$ cat config.mk
export PLATFORM = sky130hd
export DESIGN_NAME = tx_lane_dist
export DESIGN_NICKNAME = d
export VERILOG_FILES = /design/src/rtl/tx_lane_pkg.sv /design/src/rtl/axis_skid_buf.sv /design/src/rtl/tx_lane_dist.sv
export SDC_FILE = /design/constraint.sdc
export NUM_CORES = 1
export LEC_CHECK = 0
export CORE_MARGIN = 5
export CORE_UTILIZATION = 40
export DETAILED_ROUTE_END_ITERATION = 10
export GPL_TIMING_DRIVEN = 0
export HOLD_SLACK_MARGIN = 0.02
export PLACE_DENSITY = 0.67
export SYNTH_ARGS = -nofsm -noshare
export SYNTH_HDL_FRONTEND = slang
export SYNTH_HIERARCHICAL = 1
export SYNTH_SLANG_ARGS = --single-unit
$ cat constraint.sdc
create_clock -name clk -period 27.9 [get_ports clk]
set_input_delay 8.37 -clock clk [delete_from_list [all_inputs] [get_ports clk]]
set_output_delay 8.37 -clock clk [all_outputs]
set_load 0.01 [all_outputs]
$ cat src/rtl/tx_lane_pkg.sv
// Shared types and helpers for the TX lane distributor: lane geometry, the
// decoded per-beat lane bundle, and tkeep inspection functions.
package tx_lane_pkg;

  localparam int PKG_DWIDTH    = 240;
  localparam int PKG_N_CHANNEL = 3;
  localparam int LANE_W        = PKG_DWIDTH / PKG_N_CHANNEL;
  localparam int LANE_BYTES    = LANE_W / 8;
  localparam int BCW           = $clog2(LANE_BYTES + 1);
  localparam int KEEP_W        = PKG_DWIDTH / 8;

  typedef struct packed {
    logic [PKG_N_CHANNEL-1:0][LANE_W-1:0] data;
    logic [PKG_N_CHANNEL-1:0]             valid;
    logic [PKG_N_CHANNEL-1:0]             last;
    logic [PKG_N_CHANNEL-1:0][BCW-1:0]    bytes;
  } lane_beat_t;

  function automatic logic [BCW-1:0] keep_popcount(input logic [LANE_BYTES-1:0] k);
    logic [BCW-1:0] n;
    n = '0;
    for (int b = 0; b < LANE_BYTES; b++) n = n + BCW'(k[b]);
    return n;
  endfunction

  // Valid keep is a run of ones from the MSB: no set byte below a cleared one.
  function automatic logic keep_contiguous(input logic [KEEP_W-1:0] k);
    logic seen0;
    logic ok;
    seen0 = 1'b0;
    ok    = 1'b1;
    for (int b = KEEP_W - 1; b >= 0; b--) begin
      if (!k[b]) seen0 = 1'b1;
      else if (seen0) ok = 1'b0;
    end
    return ok;
  endfunction

endpackage

$ cat src/rtl/axis_skid_buf.sv
// One-entry skid buffer in front of an output register. Upstream ready is a
// register, so it never depends combinationally on downstream ready.
module axis_skid_buf #(
  parameter int W = 8
) (
  input  logic         clk,
  input  logic         rst,
  input  logic [W-1:0] i_s_data,
  input  logic         i_s_valid,
  output logic         o_s_ready,
  output logic [W-1:0] o_m_data,
  output logic         o_m_valid,
  input  logic         i_m_ready
);

  logic [W-1:0] r_skid_p0, r_out_p1;
  logic         r_skid_vld_p0, r_out_vld_p1, r_rdy;
  logic [W-1:0] w_skid_nxt, w_out_nxt;
  logic         w_skid_vld_nxt, w_out_vld_nxt, w_acc, w_load;

  always_comb begin
    w_skid_nxt     = r_skid_p0;
    w_skid_vld_nxt = r_skid_vld_p0;
    w_out_nxt      = r_out_p1;
    w_out_vld_nxt  = r_out_vld_p1;
    w_acc          = i_s_valid && r_rdy;
    w_load         = !r_out_vld_p1 || i_m_ready;
    if (w_load) begin
      if (r_skid_vld_p0) begin
        w_out_nxt      = r_skid_p0;
        w_out_vld_nxt  = 1'b1;
        w_skid_vld_nxt = 1'b0;
      end else if (w_acc) begin
        w_out_nxt     = i_s_data;
        w_out_vld_nxt = 1'b1;
      end else begin
        w_out_nxt     = '0;
        w_out_vld_nxt = 1'b0;
      end
    end else if (w_acc) begin
      w_skid_nxt     = i_s_data;
      w_skid_vld_nxt = 1'b1;
    end
  end

  // Stage p0 (skid entry) -> p1 (output register)
  always_ff @(posedge clk or posedge rst) begin
    if (rst) begin
      r_skid_p0     <= '0;
      r_skid_vld_p0 <= 1'b0;
      r_out_p1      <= '0;
      r_out_vld_p1  <= 1'b0;
      r_rdy         <= 1'b0;
    end else begin
      r_skid_p0     <= w_skid_nxt;
      r_skid_vld_p0 <= w_skid_vld_nxt;
      r_out_p1      <= w_out_nxt;
      r_out_vld_p1  <= w_out_vld_nxt;
      r_rdy         <= !w_skid_vld_nxt;
    end
  end

  assign o_s_ready = r_rdy;
  assign o_m_data  = r_out_p1;
  assign o_m_valid = r_out_vld_p1;

endmodule

$ cat src/rtl/tx_lane_dist.sv
// Splits each 240-bit MSB-aligned AXIS beat across N_CHANNEL lanes with
// per-lane valid/last/byte count. Optional counters under TX_LANE_STATS_EN.
module tx_lane_dist
  import tx_lane_pkg::*;
#(
  parameter int DWIDTH    = PKG_DWIDTH,
  parameter int N_CHANNEL = PKG_N_CHANNEL
) (
  input  logic                      clk,
  input  logic                      rst,
  input  logic [DWIDTH-1:0]         s_axis_tdata,
  input  logic [DWIDTH/8-1:0]       s_axis_tkeep,
  input  logic                      s_axis_tlast,
  input  logic                      s_axis_tvalid,
  output logic                      s_axis_tready,
  output logic [N_CHANNEL*LANE_W-1:0] m_lane_tdata,
  output logic [N_CHANNEL-1:0]      m_lane_tvalid,
  output logic [N_CHANNEL-1:0]      m_lane_tlast,
  output logic [N_CHANNEL*BCW-1:0]  m_lane_bytes,
  input  logic                      m_lane_tready,
  output logic                      err_keep
`ifdef TX_LANE_STATS_EN
  ,
  output logic [31:0]               stat_pkts,
  output logic [47:0]               stat_bytes
`endif
);

  lane_beat_t           w_dec_p0, w_out_p1;
  logic [N_CHANNEL:0]   w_top_below;
  logic                 w_in_vld, w_out_vld, w_acc, w_keep_bad;
  logic                 r_err_keep;

  // Decode keep into lane fields; last goes to the lowest lane still carrying data.
  always_comb begin
    w_dec_p0      = '0;
    w_dec_p0.data = s_axis_tdata;
    for (int i = 0; i < N_CHANNEL; i++) begin
      w_dec_p0.valid[i] = s_axis_tkeep[(i+1)*LANE_BYTES-1];
      w_dec_p0.bytes[i] = keep_popcount(s_axis_tkeep[i*LANE_BYTES +: LANE_BYTES]);
    end
    w_top_below = {w_dec_p0.valid, 1'b0};
    for (int i = 0; i < N_CHANNEL; i++)
      w_dec_p0.last[i] = s_axis_tlast && w_dec_p0.valid[i] && !w_top_below[i];
  end

  // Beats with no lane valid produce nothing downstream and are dropped here.
  assign w_in_vld   = s_axis_tvalid && (|w_dec_p0.valid);
  assign w_acc      = s_axis_tvalid && s_axis_tready;
  assign w_keep_bad = (s_axis_tkeep == '0) ? s_axis_tlast : !keep_contiguous(s_axis_tkeep);

  axis_skid_buf #(.W($bits(lane_beat_t))) u_skid (
    .clk       (clk),
    .rst       (rst),
    .i_s_data  (w_dec_p0),
    .i_s_valid (w_in_vld),
    .o_s_ready (s_axis_tready),
    .o_m_data  (w_out_p1),
    .o_m_valid (w_out_vld),
    .i_m_ready (m_lane_tready)
  );

  always_ff @(posedge clk or posedge rst) begin
    if (rst)                    r_err_keep <= 1'b0;
    else if (w_acc && w_keep_bad) r_err_keep <= 1'b1;
  end

  assign err_keep      = r_err_keep;
  assign m_lane_tdata  = w_out_p1.data;
  assign m_lane_tvalid = w_out_p1.valid & {N_CHANNEL{w_out_vld}};
  assign m_lane_tlast  = w_out_p1.last;
  assign m_lane_bytes  = w_out_p1.bytes;

`ifdef TX_LANE_STATS_EN
  logic        w_xfer;
  logic [47:0] w_sum;
  logic [31:0] r_stat_pkts;
  logic [47:0] r_stat_bytes;

  assign w_xfer = (|m_lane_tvalid) && m_lane_tready;

  always_comb begin
    w_sum = '0;
    for (int i = 0; i < N_CHANNEL; i++) w_sum = w_sum + 48'(w_out_p1.bytes[i]);
  end

  always_ff @(posedge clk or posedge rst) begin
    if (rst) begin
      r_stat_pkts  <= '0;
      r_stat_bytes <= '0;
    end else if (w_xfer) begin
      if (|m_lane_tlast) r_stat_pkts <= r_stat_pkts + 32'd1;
      r_stat_bytes <= r_stat_bytes + w_sum;
    end
  end

  assign stat_pkts  = r_stat_pkts;
  assign stat_bytes = r_stat_bytes;
`endif

endmodule

Yosys cells after proc, flatten, opt, wreduce, memory -nomap -nowiden:

Index checks and enable logic that the tools add are counted.

* register bits after elaboration: 520
* bits of input ports: 275
* output and inout bits: 260
* word-level logic and storage cells: 147

* $add $sub $neg: 27
* mux-type cells: 94
* bitwise logic cells: 2
* reductions and logical operators: 18

Operator list (count)
* 2-to-1 mux 258 bit: 2
* 2-to-1 mux 1 bit: 92
* adder 4 x 1 -> 4 bit: 18
* logical NOT 30 bit: 1
* adder 3 x 1 -> 4 bit: 3
* adder 2 x 1 -> 3 bit: 3
* logical AND 1 bit: 9
* adder 1 x 1 -> 2 bit: 3
* logical NOT 1 bit: 5
* bitwise AND 3 bit: 1
* OR reduction 3 bit: 1
* AND reduction 2 bit: 1
* logical OR 1 bit: 1
* NOT 1 bit: 1

Longest topological paths before layout:

Gate-level depths: netlist of the first run.

* word-level depth: 61
* depth in mapped cells: 10
* depth with buffers taken out: 10

By module:

Netlist of the first run, hierarchy kept.

By module, submodules not included
* axis_skid_buf: times used 1, cells an instance 1446, area an instance 20802.5 µm², seq. area each 12987.5 µm²
* tx_lane_dist: times used 1, cells an instance 138, area an instance 1042.2 µm², seq. area each 25.0 µm²

Worst setup path before layout of the first run:

OpenSTA, ideal clock, no wires.

* kind: input to register
* start: input port s_axis_tkeep[5]
* end: register u_skid.r_out_p1[2], in the netlist u_skid/o_m_data[2]
* library setup time: 0.126 ns
* arrival time: 10.949 ns
* required time: 27.774 ns
* setup slack: 16.825 ns
* stages on the path: 10
* buffers on the path: 0
* cell sequence: inv_1 fa_1 fa_1 fa_1 inv_1 ha_1 inv_1 fa_1 xnor2_1 a221o_1

RTL lines
* start, declared: line tx_lane_dist.sv:12 `input logic [DWIDTH/8-1:0] s_axis_tkeep,`
* end signal, assigned: line axis_skid_buf.sv:57 `r_out_p1 <= w_out_nxt;`
* end, declared: line axis_skid_buf.sv:16 `logic [W-1:0] r_skid_p0, r_out_p1;`

==> results of run 1 <==
-- metal layers --
| metal | global-route usage [%] | wire, um | vias up |
|---|---|---|---|
| met5 | 0 | 65 | - |
| met4 | 9.39 | 2510 | 10 |
| met3 | 6.31 | 5160 | 145 |
| met2 | 37.2 | 34100 | 560 |
| met1 | 27.5 | 27000 | 8228 |
| li1 | - | - | 7236 |
-- power by group --
group	total, mW	internal, mW	switching [mW]
registers	1.04	0.945	0.0966
logic	0.592	0.337	0.255
clock network	0.773	0.469	0.305
-- area by class of cell --
class	count	area, sq um
Timing Repair Buffer	538	5460
Buffer	143	649
Tap cell	696	871
Clock buffer	86	1720
Antenna cell	12	30.0
Fill cell	4403	23800
Inverter	53	206
Multi-Input combinational cell	868	7980
Sequential cell	520	13000
Clock inverter	18	235
-- per-stage QoR --
step                TNS, ps  total power [mW]  utilization [%]  cell area (sq um)
floorplan                 0              1.34                -              21800
global placement    -371260              1.63             52.0              28100
detailed placement        0              1.65             52.3              28200
CTS                       0              2.43             55.9              30100
global route              0              2.53             55.9              30200
finish                    0              2.41             55.9              30200
-- state kept, by name, summed over array words and instances (netlist names) --
signal,cells
u_skid/o_m_data,258
u_skid/o_s_ready,1
u_skid/r_skid_p0,258
err_keep,1
u_skid/r_skid_vld_p0,1
u_skid/o_m_valid,1
-- placed cells by master, fill, tap and decap left out, types with 9 or more instances in the layout --
| cell | netlist | layout |
|---|---|---|
| sky130_fd_sc_hd__ha_1 | 9 | 9 |
| sky130_fd_sc_hd__clkdlybuf4s50_1 | 0 | 534 |
| sky130_fd_sc_hd__inv_1 | 53 | 52 |
| sky130_fd_sc_hd__a221o_1 | 258 | 258 |
| sky130_fd_sc_hd__buf_2 | 69 | 69 |
| sky130_fd_sc_hd__diode_2 | 0 | 12 |
| sky130_fd_sc_hd__clkinv_2 | 0 | 9 |
| sky130_fd_sc_hd__mux2_2 | 258 | 258 |
| sky130_fd_sc_hd__clkbuf_8 | 0 | 16 |
| sky130_fd_sc_hd__fa_1 | 18 | 18 |
| sky130_fd_sc_hd__clkbuf_1 | 67 | 79 |
| sky130_fd_sc_hd__dfrtp_1 | 520 | 520 |
| sky130_fd_sc_hd__clkbuf_16 | 0 | 58 |
| sky130_fd_sc_hd__and3_1 | 258 | 258 |
-- logic make-up after synthesis --
logic type	after synthesis	share of synthesized area (%)
buf+inv	196	3.88
mux	258	13.3
compound gates	276	12.3
xor+xnor	3	0.120
fa+ha+maj	27	2.17
flops	520	59.6
simple gates	304	8.63
-- worst paths after layout --
check / from / end / cells past startpoint
min in group asynchronous: rst / err_keep / 2
hold reg to reg: u_skid/r_skid_p0[96] / u_skid/r_skid_p0[96] / 1
max in group asynchronous: rst / u_skid/r_skid_p0[106] / 4
hold / removal: u_skid/r_skid_p0[96] / u_skid/r_skid_p0[96] / 1
setup / recovery: s_axis_tkeep[19] / u_skid/o_m_data[6] / 11
setup reg to reg: u_skid/o_m_valid / u_skid/o_m_data[107] / 5
==> results list, run 1 <==
- The run finished with clean final reports.
- Post-Layout Cell Count: between 2000 and 3000
* CTS tree: yes
* Place WS: about 16000 ps
* Clock period minus final worst setup slack: approximately 11000 ps
- Slowest stage cell on the critical path: sky130_fd_sc_hd__clkdlybuf4s50_1
* Minimum setup slack in the final design: around 17000 ps
* Worst-path cell chain: clkdlybuf4s50_1 -> inv_1 -> fa_1 -> fa_1 -> fa_1 -> inv_1 -> ha_1 -> inv_1 -> fa_1 -> xnor2_1 -> a221o_1
- For this run, design rule violations remaining after detail routing come to 0.
- Detailed routing inserted a total of between 15000 and 20000 vias.
- Counting along the longest clock path gives a buffer depth of 3.
- Data on the critical path is required at its endpoint by around 28000 ps.
* Top-count cell post-synth: sky130_fd_sc_hd__dfrtp_1
- From bottom edge to top edge, the die measures ~240 um.
- The cell that appears most often on the critical path is sky130_fd_sc_hd__fa_1.
- After clock tree synthesis, the setup repair step added 0 buffers.
- The number of nets handed over by synthesis was 1886.
- Among cell families on the critical path, the largest total delay comes from adder cells.
- For the worst setup path, the data arrival time is 11750 ps.
* Clock Latency Late Sink: 600 ps
* Finish-stage setup viols: 0
* Instance count of the mapped netlist: roughly 1600
* Vias in the first global route: 17079
- Number of storage elements in the synthesis netlist: 520
- Sinks on Clock Net: 520
- Internal reg-to-reg setup slack: 25560 ps
* Combined global-route utilization of all metal layers: between 20% and 30%
- For this block, the routed nets add up to approximately 69000 um of wire.
* Half-perimeter wire length after detailed placement: about 50000 um
- Wire length of the first global-routing pass: around 100000 um
* Routability Congestion: roughly 0.91
- The tree is rooted in a sky130_fd_sc_hd__clkbuf_16.
- Crit path buf inv count: 4
- Summed over all cells, the static leakage comes to approximately 14 nW.
- Synthesis warning total: 6
- The number of antenna violations at the first check in global routing was 19.
- Sequential cells were found to cover between 50% and 60% of the synthesized design area.
- The final layout contains about 2500 nets.
* Worst ir drop on vdd: 0.0470 mV
* Post-CTS sizing: 0
* Most instantiated flip-flop cell in the synthesis netlist: sky130_fd_sc_hd__dfrtp_1
- Initial DRT Pass Iterations: 5
* DRT iter0 DRCs: 1041
- From synthesis to final layout, the design area changed by 38.1%.
* Top cell type by total area after synthesis: sky130_fd_sc_hd__dfrtp_1
* Critical path capture point type: register
- Antenna-violating nets left: 0
* Hold_buf cts: 0
- The floorplan has 85 rows.
* Hold slack: ~490 ps
- STA classifies the critical path startpoint as an input pin.
- Share of final-layout standard cells stronger than drive strength 1: between 15 and 20%
- Pin count of the biggest net entering global routing: around 130
- Power density over cell area: approximately 80 mW/mm^2
- Vias per std cell: roughly 5.5
* Async SR Flop Fraction: 100%
- In this design, the stage delay of the slowest critical-path cell is 620 ps.
- Transition time at the pin with the least slew margin: approximately 900 ps
- Distinct cell type count of the synthesized netlist: 33
* Average instance area after synthesis: between 10 and 15 sq um
* Maxcap violations: 0
* Core Box Area: 0.0539 sq mm
- The number of endpoints with negative hold slack in the final report is 0.
* Final Max Slew Viols: 0
* Clock slew at the register clock pins of the worst setup and hold paths: approximately 60 ps
* Class of the tightest hold or removal check: register to register
- CTS H-tree lvls: 2
- Headroom to the max-slew limit came out at 40.0%.
* Number of flops mapped to enable cells by yosys: 0
- GR Overflow Total: 0
* Part of the cycle the worst path needs: roughly two fifths
- Max Clock Skew: 27.8 ps
- The number of clock buffers added by TritonCTS is 57.
- Routed length per instance: about 23 um
* Most used standard cells in the synthesized netlist: sky130_fd_sc_hd__dfrtp_1, sky130_fd_sc_hd__a221o_1, sky130_fd_sc_hd__and3_1, sky130_fd_sc_hd__mux2_2, sky130_fd_sc_hd__buf_2
- Post-synthesis instance area: between 0.02 and 0.025 sq mm
- The synthesized design devotes to its leading area cell type 59.6% of total area.
- Inst Count DP: 2818
* Horiz. Die Dim: 244 um
- Derived from the worst setup path, the maximum achievable clock frequency is roughly 0.09 GHz.
- The setup path with the least slack is of type input pin to register.
- The initial utilization of the core area, before any placement, comes to between 40% and 50%.
* Biggest fanout along the worst timing path: 6
- Unrepaired setup endpoints after global routing: no
- For this design the top-level I/O count stands at about 540.
- The floorplan step defined a die boundary enclosing 0.0594 sq mm.
- Yosys attributes the largest share of cell area to sky130_fd_sc_hd__dfrtp_1, sky130_fd_sc_hd__mux2_2, sky130_fd_sc_hd__a221o_1.
- Count of buffers inserted at the top-level ports: about 530
Note: power is estimated with default switching activity, not from simulation.
==> inputs of run 2 (changes only) <==
==> constraint.sdc (replaced) <==
create_clock -name clk -period 11.5 [get_ports clk]
set_input_delay 3.45 -clock clk [delete_from_list [all_inputs] [get_ports clk]]
set_output_delay 3.45 -clock clk [all_outputs]
set_load 0.01 [all_outputs]
==> run 2 against run 1 <==
Compared with the run above:
- combinational power grew 140%
- hold slack is essentially flat
- critical endpoint is now u_skid/o_m_data[10]
- power grew 140%
==> results list, run 2 (synthesis gave the netlist of run 1 again) <==
- WHS Endpoint: u_skid/r_skid_p0[256] (was u_skid/r_skid_p0[96])
* Hold slack: 494 ps (was 493 ps)
* Worst hold path cell count: 1 (unchanged)
* Pin count of the biggest net entering global routing: 43 (was 131)
- Outcome: finished clean (unchanged).
- Leading cell type in the layout, fill and taps excluded: sky130_fd_sc_hd__clkdlybuf4s50_1 (unchanged)
* Clock Latency Late Sink: 600 ps (about the same)
* Most frequent cells in the layout: sky130_fd_sc_hd__clkdlybuf4s50_1, sky130_fd_sc_hd__dfrtp_1, sky130_fd_sc_hd__and3_1, sky130_fd_sc_hd__a221o_1, sky130_fd_sc_hd__mux2_2 (unchanged)
* Internal reg-to-reg setup slack: 9070 ps (was 25560 ps)
- Count of filler cells inserted in the layout: 4440 (was 4403)
- Setup CP Type: input pin to register (unchanged)
- Clock buffer count from CTS: 56 (was 57)
- P_leak: 14.1 nW (was 14.0 nW)
- Wire length of the first global-routing pass: 106000 um (was 105000 um)
- The buffer count from post-CTS setup fixing was 0 (unchanged).
- GR Overflow Total: 0 (unchanged)
* Hold_buf cts: 0 (unchanged)
* Design Power: 5.84 mW (was 2.41 mW)
- Effective utilization at floorplan: 40.5% (unchanged)
* Sinks on Clock Net: 520 (unchanged)
- Based on the critical path, the design can be clocked at up to between 0.15 and 0.2 GHz.
- Critical Path Most Common Cell: sky130_fd_sc_hd__fa_1 (unchanged)
- The routed design could run at a clock period as short as about 6400 ps.
- The remaining antenna violation count came to 0 (unchanged).
- The highest ir drop seen on vdd was 0.117 mV (was 0.0470 mV).
- The quantity of I/O buffers inserted on ports was 534 (unchanged).
- Final hold violations: 0 (unchanged)
- The average via count per standard cell was 5.53 (was 5.51).
- Kind of cell adding the most delay to the critical path: adder cells (unchanged)
- The H-tree depth reported by CTS came to 2 (unchanged).
- Final Max Slew Viols: 0 (unchanged)
- The sum of routed wire length over all layers is 69200 um (was 68800 um).
- Floorplan die area: 0.0594 sq mm (unchanged)
- Layout Nets: 2492 (was 2483)
* Crit path buf inv count: 4 (unchanged)
* Endpoint required time on the critical path: 11960 ps (was 28360 ps)
- Die Span Y: 244 um (unchanged)
* Critical path capture point type: register (unchanged)
- Biggest fanout along the worst timing path: 4 (was 6)
* Post-CTS sizing: 0 (unchanged)
* Crit-path max cell delay: 590 ps (was 620 ps)
* Drc violations: 0 (unchanged)
- The total iterations of the first detailed-routing run came to 6 (was 5).
- Launch point of the worst hold path: u_skid/r_skid_p0[256] (was u_skid/r_skid_p0[96])
* Clock Tree Buf Depth: 3 (unchanged)
* DRT iter0 DRCs: 882 (was 1041)
- The wire length per cell came to 23.5 um (was 23.4 um).
* Power density over cell area: 193 mW/mm^2 (was 79.8 mW/mm^2)
- The actual slew at the worst max-slew pin is 1040 ps (was 900 ps).
- Combined global-route utilization of all metal layers: 22.5% (was 22.3%)
- Maxcap violations: 0 (unchanged)
* CP Data Arrival Time: 6870 ps (was 11750 ps)
* Class of the tightest hold or removal check: register to register (unchanged)
* Area of the multi-input gates: 0.00798 sq mm (unchanged)
* Clock slew at the register clock pins of the worst setup and hold paths: 60 ps (about the same)
- The number of cells on the worst reg-to-reg path is 5 (unchanged).
- The via count of the first global-routing pass was 17205 (was 17079).
- Slowest stage cell on the critical path: sky130_fd_sc_hd__clkdlybuf4s50_1 (unchanged)
- Worst reg2reg path startpoint: u_skid/o_m_valid (unchanged)
- Finish-stage setup viols: 0 (unchanged)
* Reg area: 0.0130 sq mm (unchanged)
- Layout-stage area growth over the synthesis result: 38.8% (was 38.1%)
* Part of the cycle the worst path needs: between 50% and 60%
* Via total after detailed routing: 16293 (was 16179)
- Kind of start point of the critical path: input pin (unchanged)
- The floorplan row count was 85 (unchanged).
- The worst-case clock skew came to 19.5 ps (was 27.8 ps).
- Worst-path cell chain: clkdlybuf4s50_1 -> inv_1 -> fa_1 -> fa_1 -> fa_1 -> inv_1 -> ha_1 -> inv_1 -> fa_1 -> xnor2_1 -> a221o_1 (unchanged).
- The number of top-level design ports came to 535 (unchanged).
* Share of final-layout standard cells stronger than drive strength 1: 19.7% (was 19.5%)
- The number of antenna violations at the first check in global routing is 16 (was 19).
- Unrepaired setup endpoints after global routing: no (unchanged).
* Normalized max-slew margin: 30.8% (was 40.0%)
* Half-perimeter wire length after detailed placement: 51400 um (was 50300 um)
- R2r endpoint: u_skid/o_m_data[90] (was u_skid/o_m_data[107])
* CTS tree: yes (unchanged)
- The overall die width is 244 um (unchanged).
- Routability Congestion: 0.909 (was 0.905)
* Core Box Area: 0.0539 sq mm (unchanged)
- The cell chosen for the clock root was sky130_fd_sc_hd__clkbuf_16 (unchanged).
## run 2: worst register-to-register path, stage by stage (launching register included)
cell                       delay, ps
sky130_fd_sc_hd__dfrtp_1         430
sky130_fd_sc_hd__nor2b_1         160
sky130_fd_sc_hd__buf_4           220
sky130_fd_sc_hd__clkbuf_1        800
sky130_fd_sc_hd__clkbuf_1        500
sky130_fd_sc_hd__a221o_1         260
## run 2: per-stage QoR
step	instances	TNS, ps	instance area, sq um	worst slack, ps	utilization (%)
floorplan	1584	0	21800	1000	-
global placement	2814	-1120000	28100	-2210	52.0
detailed placement	2828	0	28300	4510	52.6
CTS	2933	0	30300	5100	56.2
global route	2943	0	30300	4990	56.2
finish	2945	0	30300	5090	56.2
## run 2: routing by layer
metal  routed length (um)  up-vias  GRT usage [%]  part of all wire, %
met2                34000      590           37.6                   49
met4                 2560       10           8.93                  3.7
li1                     -     7275              -                    -
met1                27200     8280           27.8                   39
met5                   59        -              0                0.085
met3                 5390      138           6.48                  7.8
## run 2: layout make-up
cell class | count | share of cell area [%]
Timing Repair Buffer | 548 | 18.6
Inverter | 53 | 0.669
Antenna cell | 12 | 0.0991
Multi-Input combinational cell | 868 | 26.3
Buffer | 143 | 2.14
Sequential cell | 520 | 42.9
Clock buffer | 87 | 5.58
Tap cell | 696 | 2.87
Clock inverter | 18 | 0.821
## run 2: power by group
part,internal [mW],switching (mW),total (mW)
combinational,0.824,0.620,1.44
clock,1.13,0.743,1.87
sequential,2.29,0.235,2.53
## run 2: how the worst max path moves through the flow
stage                           from  slack [ps]  cells after the start                   end
floorplan                        rst        1000                      1    u_skid/o_m_data[0]
global placement                 rst       -2210                      2  u_skid/o_m_data[175]
detailed placement  s_axis_tkeep[25]        4510                     11   u_skid/o_m_data[10]
CTS                 s_axis_tkeep[25]        5100                     11   u_skid/o_m_data[10]
global route        s_axis_tkeep[25]        4990                     11   u_skid/o_m_data[10]
finish              s_axis_tkeep[25]        5090                     11   u_skid/o_m_data[10]
==> inputs of run 3 (changes only) <==
--- a/config.mk
+++ b/config.mk
@@ -10,7 +10,7 @@
 export DETAILED_ROUTE_END_ITERATION = 10
 export GPL_TIMING_DRIVEN = 0
 export HOLD_SLACK_MARGIN = 0.02
-export PLACE_DENSITY = 0.67
+export PLACE_DENSITY = 0.69
 export SYNTH_ARGS = -nofsm -noshare
 export SYNTH_HDL_FRONTEND = slang
 export SYNTH_HIERARCHICAL = 1
==> constraint.sdc (replaced) <==
create_clock -name clk -period 5.5 [get_ports clk]
set_input_delay 1.65 -clock clk [delete_from_list [all_inputs] [get_ports clk]]
set_output_delay 1.65 -clock clk [all_outputs]
set_load 0.01 [all_outputs]
==> run 3 against run 2 <==
Compared with the run above:
- sequential power is 110% higher
- final cell count fell by 0.24%
- global-route usage hardly changed
- cell area shrank 0.49%
- combinational power increased by 110%
- first-iteration DRC count grew 8.8%
- critical path type unchanged
==> results list, run 3 (synthesis gave the netlist of run 1 again) <==
- Leading cell type in the layout, fill and taps excluded: sky130_fd_sc_hd__clkdlybuf4s50_1 (unchanged)
- The wire length per cell was 23.5 um (about the same).
* Sw power: 3.30 mW (was 1.60 mW)
- The post-place setup slack is 325 ps (was 4510 ps).
- Worst-path cell chain: clkdlybuf4s50_1 -> inv_1 -> fa_1 -> fa_1 -> fa_1 -> inv_1 -> ha_1 -> inv_1 -> fa_1 -> xnor2_1 -> a221o_1 (unchanged).
- The DRC violation count after routing was 0 (unchanged).
- Crit path buf inv count: 4 (unchanged)
- The overall die width came to 244 um (unchanged).
- The via count of the first global-routing pass was 17472 (was 17205).
* Final Max Slew Viols: 0 (unchanged)
- The H-tree depth reported by CTS was 2 (unchanged).
- The number of nets in the final layout is 2492 (unchanged).
- Internal cell power: 8.68 mW (was 4.24 mW)
* Area of the multi-input gates: 0.00798 sq mm (unchanged)
- Unrepaired setup endpoints after global routing: no (unchanged)
- The total placed instance area is 0.0283 sq mm (unchanged).
- The number of vias in the routed layout was 16326 (was 16293).
- Buffer cell driving the clock tree root: sky130_fd_sc_hd__clkbuf_16 (unchanged)
* Part of the cycle the worst path needs: between 80% and 90%
- The largest net degree at the start of global routing was 42 (was 43).
- The path type of the worst setup path is input pin to register (unchanged).
* Count of buffers inserted at the top-level ports: 534 (unchanged)
- Routability Congestion: 0.926 (was 0.909)
- Transition time at the pin with the least slew margin: 903 ps (was 1040 ps)
- The max-slew headroom at the worst pin came to 39.8% (was 30.8%).
- Combined global-route utilization of all metal layers: 22.5% (about the same)
- Design Power: 12.0 mW (was 5.84 mW)
* Highest routed metal layer: met5 (unchanged)
* Max Clock Skew: 16.4 ps (was 19.5 ps)
- The post-CTS resize count came to 0 (unchanged).
* CP Data Arrival Time: 5030 ps (was 6870 ps)
- Number of post-CTS setup repair buffers: 0 (unchanged)
- Clock period minus final worst setup slack: around 4600 ps
- Count of pins on the block boundary: 535 (unchanged)
* Clock Tree Buf Depth: 3 (unchanged)
- Vias per std cell: 5.56 (was 5.53)
* Relative contribution of the clock network to total power: 30.6% (was 32.0%)
- Clock buffer count from CTS: 56 (unchanged)
- Slowest stage cell on the critical path: sky130_fd_sc_hd__clkdlybuf4s50_1 (unchanged)
* Final hold violations: 0 (unchanged)
- The kind of end point of the critical path is a register (unchanged).
- The critical path required time came to 5970 ps (was 11960 ps).
- The cell leakage power is 14.0 nW (was 14.1 nW).
- The post-placement cell count was 2828 (unchanged).
- The clock tree from TritonCTS is yes (unchanged).
* Half-perimeter wire length after detailed placement: 51500 um (was 51400 um)
- Wire length on met1: 27500 um (was 27200 um)
- Crit-path max cell delay: 580 ps (was 590 ps)
- Post-Layout Cell Count: 2938 (was 2945)
* Core Box Area: 0.0539 sq mm (unchanged)
- GR Overflow Total: 0 (unchanged)
- The initial cell density of the core came to 40.5% (unchanged).
- Switching share of power: 27.6% (was 27.4%)
- Worst ir drop on vdd: 0.244 mV (was 0.117 mV)
* DRT iter0 DRCs: 960 (was 882)
- Class of the tightest hold or removal check: register to register (unchanged)
- The sequential power share came to 44.1% (was 43.3%).
* Internal reg-to-reg setup slack: 3140 ps (was 9070 ps)
* Sinks on Clock Net: 520 (unchanged)
- Total wirelength of the detailed-routed design: 69100 um (was 69200 um)
* Floorplan die area: 0.0594 sq mm (unchanged)
- The floorplan row count was 85 (unchanged).
* Die Span Y: 244 um (unchanged)
- Kind of cell adding the most delay to the critical path: adder cells (unchanged)
* Met2 wire len: 35200 um (was 34000 um)
- The final count of negative-setup-slack endpoints came to 0 (unchanged).
* Critical Path Most Common Cell: sky130_fd_sc_hd__fa_1 (unchanged)
* Reg area: 0.0130 sq mm (unchanged)
* Outcome: finished clean (unchanged)
- Layout-stage area growth over the synthesis result: 38.1% (was 38.8%)
* Wire length of the first global-routing pass: 107000 um (was 106000 um)
- Biggest fanout along the worst timing path: 6 (was 4)
* Count of filler cells inserted in the layout: 4390 (was 4440)
* Power share of the combinational group: 25.3% (was 24.7%)
- The clock latency on the worst-skew pair was 590 ps (was 600 ps).
- The number of antenna violations at the first check in global routing came to 12 (was 16).
- Peak Freq: approximately 0.22 GHz
* Post-layout util: 55.9% (was 56.2%)
- The hold buffer count at CTS was 0 (unchanged).
- The smallest setup slack after layout was 934 ps (was 5090 ps).
- The layout cell share with drive strength beyond 1 came to 19.6% (was 19.7%).
* Clock slew at the register clock pins of the worst setup and hold paths: 60 ps (about the same)
- Initial DRT Pass Iterations: 5 (was 6)
- Most frequent cells in the layout: sky130_fd_sc_hd__clkdlybuf4s50_1, sky130_fd_sc_hd__dfrtp_1, sky130_fd_sc_hd__and3_1, sky130_fd_sc_hd__a221o_1, sky130_fd_sc_hd__mux2_2 (unchanged)
* Kind of start point of the critical path: input pin (unchanged)
- DR WL met3: 4560 um (was 5390 um)
* Power density over cell area: 397 mW/mm^2 (was 193 mW/mm^2)
- The post-route standard cell area excluding fillers came to 0.0302 sq mm (was 0.0303 sq mm).
- Antenna-violating nets left: 0 (unchanged)
- Maxcap violations: 0 (unchanged)
-- run 3: cell count changes in the layout (fill, tap and decap cells not counted) --
cell                        previous run  this run
sky130_fd_sc_hd__clkinv_2              6        10
sky130_fd_sc_hd__diode_2              12         8
sky130_fd_sc_hd__bufinv_16             5         2
sky130_fd_sc_hd__clkbuf_1             83        84
sky130_fd_sc_hd__clkbuf_16            58        57
sky130_fd_sc_hd__clkbuf_8             13        12
sky130_fd_sc_hd__clkinv_4              2         1
sky130_fd_sc_hd__clkinv_8              1         0
sky130_fd_sc_hd__inv_6                 1         0
-- run 3: worst reg2reg max path, stage by stage, from the launching register on --
cell and delay (ps):
sky130_fd_sc_hd__dfrtp_1 440, sky130_fd_sc_hd__nor2b_1 170, sky130_fd_sc_hd__buf_4 220, sky130_fd_sc_hd__clkbuf_1 710, sky130_fd_sc_hd__clkbuf_1 490, sky130_fd_sc_hd__a221o_1 250
-- run 3: final cells by class --
type                            instances  share of cell area (%)
Tap cell                              696                    2.89
Clock buffer                           86                    5.49
Inverter                               53                   0.672
Antenna cell                            8                  0.0664
Multi-Input combinational cell        868                    26.5
Clock inverter                         16                   0.481
Sequential cell                       520                    43.1
Timing Repair Buffer                  548                    18.6
Buffer                                143                    2.15
-- run 3: power by group through the flow --
stage | Combinational [mW] | Sequential [mW] | Clock (mW)
finish | 3.03 | 5.29 | 3.66
global route | 3.27 | 5.39 | 3.92
CTS | 3.06 | 5.28 | 3.76
detailed placement | 3.05 | 5.33 | 0
global placement | 2.94 | 5.30 | 0
floorplan | 1.43 | 5.38 | 0
-- run 3: metal layers --
layer | global-route usage (%) | up-vias
li1 | - | 7250
met1 | 28.2 | 8394
met3 | 5.46 | 120
met2 | 39.1 | 556
met5 | 0 | -
met4 | 6.55 | 6
-- run 3: path summary, 6_finish.rpt --
path,start,to,depth (start not counted)
min in group asynchronous,rst,err_keep,2
max in group asynchronous,rst,u_skid/r_skid_p0[173],9
worst max-delay path,s_axis_tkeep[9],u_skid/o_m_data[2],11
worst max register to register,u_skid/o_m_valid,u_skid/o_m_data[254],5
worst min-delay path,u_skid/r_skid_p0[47],u_skid/r_skid_p0[47],1
worst min register to register,u_skid/r_skid_p0[47],u_skid/r_skid_p0[47],1
-- run 3: per-stage QoR --
| stage | TNS, ps | hold WS (ps) |
|---|---|---|
| finish | 0 | 493 |
| global placement | -3276300 | 478 |
| floorplan | -1660920 | 471 |
| global route | 0 | 500 |
| detailed placement | 0 | 484 |
| CTS | 0 | 497 |
